`src/rtl/serial_adder_sub.sv`:
```
// Multi-cycle adder/subtractor: a DIGIT-bit ripple slice is reused over WIDTH/DIGIT cycles.
// Start/busy/done handshake, subtract mode, carry/borrow in, and signed-overflow detection.
module serial_adder_sub #(
    parameter int WIDTH = 16,
    parameter int DIGIT = 1
) (
    input  logic             clk,
    input  logic             reset,
    input  logic             start,
    input  logic [WIDTH-1:0] A,
    input  logic [WIDTH-1:0] B,
    input  logic             Cin,
    input  logic             Sub,
    output logic             busy,
    output logic             done,
    output logic [WIDTH-1:0] Sum,
    output logic             Cout,
    output logic             Overflow
);

    localparam int STEPS = WIDTH / DIGIT;
    localparam int CW    = (STEPS > 1) ? $clog2(STEPS) : 1;

    typedef enum logic [1:0] {IDLE, RUN, DONE} state_e;

    state_e           state_q;
    logic             busy_q, done_q;
    logic [WIDTH-1:0] sum_q;
    logic             cout_q, ovf_q;
    logic [WIDTH-1:0] a_q, b_q, res_q;
    logic             carry_q;
    logic [CW-1:0]    cnt_q;

    logic [DIGIT:0]   slice;
    logic [WIDTH-1:0] a_d, b_d, res_d;
    logic             carry_d, ovf_d;

    // NOTE: every always_comb output gets a value on every path, so no latch can be inferred.
    always_comb begin
        slice   = {1'b0, a_q[DIGIT-1:0]} + {1'b0, b_q[DIGIT-1:0]} + {{DIGIT{1'b0}}, carry_q};
        carry_d = slice[DIGIT];
        a_d     = a_q >> DIGIT;
        b_d     = b_q >> DIGIT;
        // New digit enters at the top; after STEPS shifts the first digit sits at bit 0.
        res_d   = (res_q >> DIGIT) | (WIDTH'(slice[DIGIT-1:0]) << (WIDTH - DIGIT));
        // Carry into the slice MSB recovered as a ^ b ^ sum of that bit.
        ovf_d   = (a_q[DIGIT-1] ^ b_q[DIGIT-1] ^ slice[DIGIT-1]) ^ slice[DIGIT];
    end

    // NOTE: state uses non-blocking assignments so every register samples pre-edge values.
    always_ff @(posedge clk or posedge reset) begin
        if (reset) begin
            state_q <= IDLE;
            busy_q  <= 1'b0;
            done_q  <= 1'b0;
            sum_q   <= '0;
            cout_q  <= 1'b0;
            ovf_q   <= 1'b0;
            a_q     <= '0;
            b_q     <= '0;
            res_q   <= '0;
            carry_q <= 1'b0;
            cnt_q   <= '0;
        end else begin
            case (state_q)
                RUN: begin
                    a_q     <= a_d;
                    b_q     <= b_d;
                    res_q   <= res_d;
                    carry_q <= carry_d;
                    if (cnt_q == CW'(STEPS - 1)) begin
                        sum_q   <= res_d;
                        cout_q  <= carry_d;
                        ovf_q   <= ovf_d;
                        state_q <= DONE;
                        busy_q  <= 1'b0;
                        done_q  <= 1'b1;
                    end else begin
                        cnt_q <= cnt_q + 1'b1;
                    end
                end
                default: begin
                    done_q <= 1'b0;
                    if (start) begin
                        a_q     <= A;
                        b_q     <= Sub ? ~B : B;
                        carry_q <= Cin ^ Sub;
                        cnt_q   <= '0;
                        state_q <= RUN;
                        busy_q  <= 1'b1;
                    end else begin
                        state_q <= IDLE;
                    end
                end
            endcase
        end
    end

    assign busy     = busy_q;
    assign done     = done_q;
    assign Sum      = sum_q;
    assign Cout     = cout_q;
    assign Overflow = ovf_q;

endmodule
```
`config.mk`:
```
export PLATFORM = sky130hd
export DESIGN_NAME = serial_adder_sub
export DESIGN_NICKNAME = d
export VERILOG_FILES = /design/src/rtl/serial_adder_sub.sv
export SDC_FILE = /design/constraint.sdc
export NUM_CORES = 1
export LEC_CHECK = 0
export ABC_AREA = 1
export BUFFER_PORTS_ARGS = -buffer_cell sky130_fd_sc_hd__buf_4
export CAP_MARGIN = 20
export CORE_AREA = 2 2 119 121
export DETAILED_ROUTE_END_ITERATION = 16
export DIE_AREA = 0 0 121 123
export GPL_ROUTABILITY_DRIVEN = 0
export PLACE_DENSITY = 0.48
export SYNTH_ARGS = -nofsm -noshare
export SYNTH_HDL_FRONTEND = slang
export SYNTH_SLANG_ARGS = --single-unit
export TNS_END_PERCENT = 5
```
`constraint.sdc`:
```
create_clock -name clk -period 2.1 [get_ports clk]
set_input_delay 0.21 -clock clk [delete_from_list [all_inputs] [get_ports clk]]
set_output_delay 0.21 -clock clk [all_outputs]
set_load 0.005 [all_outputs]
```
== After elaboration in Yosys (flattened, before gate mapping) ==
Index checks and enable logic that the tools add are counted.
W data, S select, Z words.
Operators by class
  add/subtract/negate cells: 3
  eq/ne operators: 4
  multiplexer cells: 18
  bitwise gates (word level): 6
  reduce and logical (&&, ||, !) cells: 4
Operators by type and width (number)
  $mux W16: 5
  $not A16 Y16: 1
  $or A15 B16 Y16: 1
  $mux W4: 3
  $mux W1: 8
  $reduce_and A2 Y1: 3
  $add A4 B1 Y4 const B: 1
  $eq A4 B4 Y1 const B: 1
  $mux W2: 2
  $ne A2 B2 Y1 const B: 2
  $xor A1 B1 Y1: 4
  $add A1 B1 Y2: 1
  $add A2 B1 Y2: 1
  $eq A2 B1 Y1 const B: 1
  $reduce_bool A2 Y1: 1
Word-level totals
  flip-flop bits (word level): 75
  bits of input ports: 37
  output and inout port bits: 20
  logic and storage cells: 46

== Longest topological paths before layout ==
Gate-level depths: netlist of the first run.
  depth in word-level cells: 4
  mapped depth: 8
  depth with buffers taken out: 8

== Worst setup path before layout of the first run ==
Ideal clock, no wire load.
  path type: register to register
  start: register a_q[0]
  end: register ovf_q, in the netlist Overflow
  arrival time: 1.318 ns
  slack: 0.666 ns
  stages on the path, launching flop included: 9
  path buffers: 0
  cells stage by stage: dfrtp_1 -> fa_1 -> inv_1 -> nand2_1 -> nand2_1 -> nand2_1 -> nand2_1 -> nand2_1 -> nand2_1
On the way
  longest elaborated chain between the ends: 4
RTL lines
  from (decl): line 30  | logic [WIDTH-1:0] a_q, b_q, res_q;
  from (signal assigned): line 59  | a_q <= '0;
  from (signal assigned): line 67  | a_q <= a_d;
  from (signal assigned): line 85  | a_q <= A;
  $add A1 B1 Y2: line 40  | slice = {1'b0, a_q[DIGIT-1:0]} + {1'b0, b_q[DIGIT-1:0]} + {{DIGIT{1'b0}}, carry_q};
  $add A2 B1 Y2: line 40
  $xor A1 B1 Y1: line 47  | ovf_d = (a_q[DIGIT-1] ^ b_q[DIGIT-1] ^ slice[DIGIT-1]) ^ slice[DIGIT];
  $xor A1 B1 Y1 *: line 47
  to (signal assigned): line 74  | ovf_q <= ovf_d;
  to (decl): line 29  | logic cout_q, ovf_q;
Mark *: on every way between the ends. The rest lies on a longest branch, timed or not.
A chain may end at the register's enable or synchronous reset.

== Worst setup path in the final report of the first run ==
Same ends and word-level chain as after synthesis.

==> impl_metrics.py, run 1 <==
metrics = {
    "global_route": {
        "grt_pass1_vias": 2549,
        "grt_start_max_net_pins": 36,
        "grt_remaining_overflow": 0,
        "grt_pass1_wl_mm": 12.1,
        "track_usage": 0.101,
        "antenna_found_initial": 0,
    },
    "drt": {
        "drt_pass1_iterations": 4,
        "wl_per_cell_um": 11.4,
        "vias": 2491,
        "vias_per_cell": 4.09,
        "drtAntennaViolNets": 0,
        "drt-initial-drc-count": 99,
        "wirelength_mm": 6.93,
        "drc": 0,
    },
    "die": {
        "io_pins": 57,
        "core_um2": 13600,
        "num_rows": 43,
        "fp.dieH_um": 123,
        "dieArea_um2": 14900,
        "die_x_um": 121,
        "start_util": 0.243,
    },
    "clock_network": {
        "cts.sinks": 73,
        "clock_latency_ns": 0.33,
        "cts_root_buf": "clkbuf_16",
        "numCtsBuffers": 9,
        "cts_hold_buf": 1,
        "cts_resized": 0,
        "cts_max_level": 3,
        "clock_path_buffers": 2,
        "postCtsSetupRepairBufs": 0,
        "path_clk_slew_ns": 0.06,
        "cts_tree": "built",
    },
    "synth": {
        "synthMuxAreaShare": 0,
        "synth.distinct_cells": 27,
        "yosysWarnings": 0,
        "synth-adder-area-share": 0.00983,
        "synth-xor-area-share": 0.0450,
        "ys_ff_latch": 73,
        "synthesis.area_um2": 3310,
        "yosys.area_share.simple": 0.242,
        "ys_seq_area_frac": 0.552,
        "syn-num-nets": 406,
        "synth_compound_area_frac": 0.0858,
        "synth_top_family_by_area": "simple AND/OR/NAND/NOR gates",
        "syn_inst": 367,
        "syn_avg_cell_area_um2": 9.02,
    },
    "sta": {
        "fin_skew_ns": 0.00751,
        "setup_slack_ns": 0.565,
        "setup_tns_ns": 0,
        "timing.fmax_ghz": 0.651,
        "hold_viol": 0,
        "setup_viol": 0,
        "period_share": 0.731,
        "slew_violations": 0,
        "max_slew_margin": 0.651,
        "finalCriticalPeriod_ns": 1.53,
        "worst_pin_slew_ns": 0.522,
        "grt_setup_unrepaired": "no",
        "holdWs_ns": 0.0890,
    },
    "worst_hold_path": {
        "hp-start": "A[3]",
        "min_path_type": "in -> reg",
    },
    "cells_and_area": {
        "drive_gt1_frac": 0.245,
        "diodes": 0,
        "nets": 463,
        "final_cell_area_um2": 4230,
        "area_delta_synth_final_pct": 27.8,
    },
    "critical_path": {
        "crit_arrival_ns": 1.75,
        "rrSetupSlack_ns": 0.57,
        "reg2reg_from": "a_q[0]$_DFFE_PP0P_",
        "worstPathRequired_ns": 2.32,
        "crit_fanout": 4,
        "worstSetupStartpoint": "a_q[0]$_DFFE_PP0P_",
        "cp-end-kind": "flip-flop",
        "crit_type": "reg -> reg",
        "cp-start-kind": "flip-flop",
    },
    "outcome": {
        "status": "completed",
    },
    "place": {
        "dpl_worst_slack_ns": 0.406,
        "postPlaceCellArea_um2": 3880,
        "io_buffers": 56,
        "dp_hpwl_mm": 4.82,
    },
    "power": {
        "max-vdd-ir-drop_uv": 523,
        "p_leak_nw": 2.05,
        "power_density_nw_per_um2": 1370,
    },
    "job": {
        "drv_cap": 0,
    },
}
[final timing paths]
kind / endpoint / depth (start not counted)
max: Overflow$_DFFE_PP0P_ / 8
min: a_q[3]$_DFFE_PP0P_ / 3
max reg2reg: Overflow$_DFFE_PP0P_ / 8
min reg2reg: Sum[0]$_DFFE_PP0P_ / 2
max in group asynchronous: done$_DFFE_PP0P_ / 4
min in group asynchronous: cnt_q[0]$_DFFE_PP0P_ / 3
[flip-flops by register name, summed over array words and instances, names as in the netlist]
name      flops
carry_q       1
Overflow      1
Sum          16
res_q        15
a_q          16
busy          1
b_q          16
done          1
cnt_q         4
state_q       1
Cout          1
[placed cells by master, fill, tap and decap left out, types with 2 or more instances in the layout]
cell          n
nand2_1     149
dfrtp_1      73
buf_4        61
nand3_1      32
inv_1        22
o21ai_0      19
o21ai_2      16
xor2_1       16
clkbuf_16     9
o211ai_1      5
inv_2         4
nand2_4       2
nor2_2        2
clkinv_4      2
bufinv_16     2
clkinvlp_4    2
[critical path, cell delays in order (launching register included)]
cell	delay, ns
dfrtp_1	0.42
fa_1	0.59
inv_1	0.10
nand2_1	0.07
nand2_1	0.05
nand2_1	0.06
nand2_1	0.04
nand2_1	0.05
nand2_1	0.04
[routing by layer]
metal	share of wire	vias up	wire, um	GRT usage
met5	0	-	0	0
met1	0.50	1139	3440	0.135
met2	0.44	72	3020	0.159
met4	0.013	0	87	0.0305
li1	-	1272	-	-
met3	0.055	8	384	0.0309
[cell usage after synthesis]
master | count | share of area
nand2_1 | 149 | 0.17
dfrtp_1 | 73 | 0.55
nand3_1 | 32 | 0.048
inv_1 | 23 | 0.026
o21ai_0 | 19 | 0.029
o21ai_2 | 16 | 0.042
xor2_1 | 16 | 0.042
clkbuf_1 | 5 | 0.0057
o211ai_1 | 5 | 0.011
buf_4 | 4 | 0.0091
buf_6 | 4 | 0.014
buf_2 | 3 | 0.0045
inv_2 | 3 | 0.0034
nand2_4 | 2 | 0.0068
a21oi_1 | 1 | 0.0015
buf_1 | 1 | 0.0011
fa_1 | 1 | 0.0060
ha_1 | 1 | 0.0038
inv_4 | 1 | 0.0019
nand2_2 | 1 | 0.0019
nand3_4 | 1 | 0.0053
nand4_1 | 1 | 0.0019
nor2_1 | 1 | 0.0011
nor2_2 | 1 | 0.0019
nor2_8 | 1 | 0.0060
o22ai_1 | 1 | 0.0019
xnor2_1 | 1 | 0.0026
[cell families after synthesis]
group | Yosys count
AO/OA/AOI/OAI | 42
XOR/XNOR | 17
adder cells (fa/ha/maj) | 2
buffers and inverters | 44
flip-flops | 73
AND/OR/NAND/NOR | 189
[final cells by class]
cell class                 instances  area, um^2
sequential                        73        1830
timing repair buffer              63         483
fill                            1450        9380
tap                              180         225
multi-input combinational        250        1270
clock inverter                     6        92.6
inverter                          27         104
clock buffer                      10         229
[per-stage QoR]
step / power [mW] / utilization / std cells
2_1_floorplan: 3.63 / - / 367
3_3_place_gp: 4.17 / 0.285 / 591
3_5_place_dp: 4.24 / 0.285 / 591
4_1_cts: 5.90 / 0.310 / 608
5_1_grt: 6.31 / 0.311 / 609
6_report: 5.81 / 0.311 / 609
[power breakdown]
part           switching, mW  total [mW]  internal, mW
sequential             0.368        2.36          2.00
clock                  0.582        1.63          1.04
combinational           1.05        1.83         0.773
Note: power is estimated with default switching activity, not from simulation.
==> run 2, diff against run 1 <==
- PLACE_DENSITY: 0.48 -> 0.46
- clock period: 2.1 -> 1.6 ns (I/O delays scaled with it)
==> run 2 against run 1 <==
Net effect: register-to-register slack worse by 0.47 ns; core utilization is 0.13 points lower; clock-buffer cell count is 3 higher; die area stayed put; clock power is 15% higher; design area is 0.41% lower; hold slack worse by 0.059 ns; via count stayed put; maximum frequency is 2.0% higher; power is 27% higher.
==> impl_metrics.py, run 2 (same netlist as run 1, synthesis figures left out) <==
metrics = {
    "outcome": {
        "status": "completed",
    },
    "power": {
        "total_power_mw": 7.41,
        "power_density_nw_per_um2": 1760,
        "p_leak_nw": 2.05,
        "max-vdd-ir-drop_uv": 543,
    },
    "global_route": {
        "grt_remaining_overflow": 0,
        "grt_start_max_net_pins": 63,
        "grt_pass1_vias": 2512,
        "grt_pass1_wl_mm": 12.4,
        "antenna_found_initial": 0,
        "track_usage": 0.107,
    },
    "clock_network": {
        "numCtsBuffers": 9,
        "cts_max_level": 3,
        "cts.sinks": 73,
        "postCtsSetupRepairBufs": 0,
        "cts_root_buf": "clkbuf_16",
        "cts_tree": "built",
        "clock_latency_ns": 0.33,
        "path_clk_slew_ns": 0.06,
        "clock_path_buffers": 2,
    },
    "sta": {
        "period_share": 0.941,
        "fin_skew_ns": 0.00523,
        "finalCriticalPeriod_ns": 1.50,
        "max_slew_margin": 0.559,
        "grt_setup_unrepaired": "yes",
        "timing.fmax_ghz": 0.665,
        "worst_pin_slew_ns": 0.660,
        "setup_viol": 0,
        "hold_viol": 0,
        "slew_violations": 0,
    },
    "drt": {
        "wirelength_mm": 7.19,
        "wl_met3_um": 381,
        "drc": 0,
        "dr.max_layer_used": "met4",
        "drtAntennaViolNets": 0,
        "drt_pass1_iterations": 4,
        "vias": 2491,
        "dr_wl_met2_mm": 3.07,
        "route.layer.met1.wl_mm": 3.66,
        "wl_per_cell_um": 11.8,
        "drt-initial-drc-count": 144,
        "vias_per_cell": 4.09,
    },
    "cells_and_area": {
        "nets": 463,
        "final_common_cell": "nand2_1",
        "final_cell_mix": "149 x nand2_1, 73 x dfrtp_1, 60 x buf_4, 32 x nand3_1, 21 x inv_1",
        "drive_gt1_frac": 0.245,
        "instances_no_fill": 609,
        "area_delta_synth_final_pct": 27.2,
        "diodes": 0,
    },
    "die": {
        "num_rows": 43,
        "die_x_um": 121,
        "core_um2": 13600,
        "start_util": 0.243,
        "dieArea_um2": 14900,
        "io_pins": 57,
        "fp.dieH_um": 123,
    },
    "critical_path": {
        "cp_slowest_cell": "fa_1",
        "crit_buf_inv": 1,
        "crit_arrival_ns": 1.73,
        "worstPathRequired_ns": 1.82,
        "max_stage_delay_ns": 0.61,
        "timing.critical_path.mode_cell": "nand2_1",
        "crit_type": "reg -> reg",
        "critical-path-top-delay-family": "adder cells",
        "crit_fanout": 4,
        "cp-end-kind": "flip-flop",
        "worstPathCellList": "fa_1 -> inv_2 -> nand2_1 -> nand2_1 -> nand2_1 -> nand2_1 -> nand2_1 -> nand2_1",
        "cp-start-kind": "flip-flop",
    },
    "job": {
        "drv_cap": 0,
    },
    "place": {
        "dp_cells": 592,
        "dp_hpwl_mm": 4.76,
        "io_buffers": 56,
    },
    "worst_hold_path": {
        "min_path_type": "in -> reg",
    },
}
==> run 2: changes by cell type in the layout (fill, tap and decap cells not counted) <==
cell / previous run / this run
buf_8: 1 / 0
inv_2: 4 / 3
inv_1: 22 / 21
clkinv_2: 0 / 3
buf_4: 61 / 60
clkinv_4: 2 / 0
clkinvlp_4: 2 / 1
nor2_4: 0 / 1
bufinv_16: 2 / 0
clkbuf_1: 1 / 2
nor2_2: 2 / 1
inv_4: 1 / 2
clkbuf_8: 0 / 2
buf_12: 0 / 2
==> run 2: path summary, 6_finish.rpt <==
kind	startpoint	endpoint	slack, ns	depth (start not counted)
max	carry_q$_DFFE_PP0P_	Overflow$_DFFE_PP0P_	0.1	8
min	A[9]	a_q[9]$_DFFE_PP0P_	0.03	3
max reg2reg	carry_q$_DFFE_PP0P_	Overflow$_DFFE_PP0P_	0.1	8
min reg2reg	busy$_DFFE_PP0P_	busy$_DFFE_PP0P_	0.47	2
max in group asynchronous	reset	res_q[14]$_DFFE_PP0P_	0.65	4
min in group asynchronous	reset	b_q[3]$_DFFE_PP0P_	0.34	3
==> run 2: worst register-to-register path: cells and delay by family, from the launching register on <==
| family | cells | cell delay (ns) |
|---|---|---|
| adders and majority gates | 1 | 0.61 |
| buffers and inverters | 1 | 0.07 |
| DFF | 1 | 0.41 |
| and+or+nand+nor | 6 | 0.31 |
==> run 2: per-stage QoR <==
| step | hold WS (ns) | TNS, ns | instance area [um^2] | util | setup slack [ns] |
|---|---|---|---|---|---|
| 6_report | 0.0295 | 0 | 4210 | 0.309 | 0.0952 |
| 5_1_grt | 0.0249 | -0.0310 | 4210 | 0.309 | -0.0310 |
| 4_1_cts | 0.0227 | 0 | 4210 | 0.309 | 0.0150 |
| 3_5_place_dp | 0.145 | -1.52 | 3920 | 0.288 | -0.0768 |
| 3_3_place_gp | 0.145 | -0.886 | 3920 | 0.288 | -0.0458 |
| 2_1_floorplan | 0.280 | 0 | 3310 | - | 0.166 |
==> run 2: power by group <==
group / total [mW] / internal, mW / switching (mW)
Sequential: 3.10 / 2.62 / 0.480
Clock: 1.87 / 1.13 / 0.740
Combinational: 2.44 / 1.03 / 1.41
Total: 7.41 / 4.78 / 2.63
==> run 2: timing repair <==
action / CTS / global route
endpoints found under the hold margin: 11 / 0
setup endpoints to repair: 29 / 33
hold buffers: 1 / 0
pin swaps: 0 / 3
gates resized for setup: 1 / 3
gates cloned: 0 / 0
==> run 2: area by class of cell <==
type,instances,area [um^2]
fill,1451,9400
sequential,73,1830
multi-input combinational,250,1270
timing repair buffer,63,500
clock buffer,13,260
tap,180,225
inverter,27,110
clock inverter,3,15.0
==> run 2: layer usage <==
layer  up-vias  track usage
li1       1272            -
met1      1153        0.148
met2        59        0.158
met3         7       0.0401
met4         0       0.0283
met5         -            0
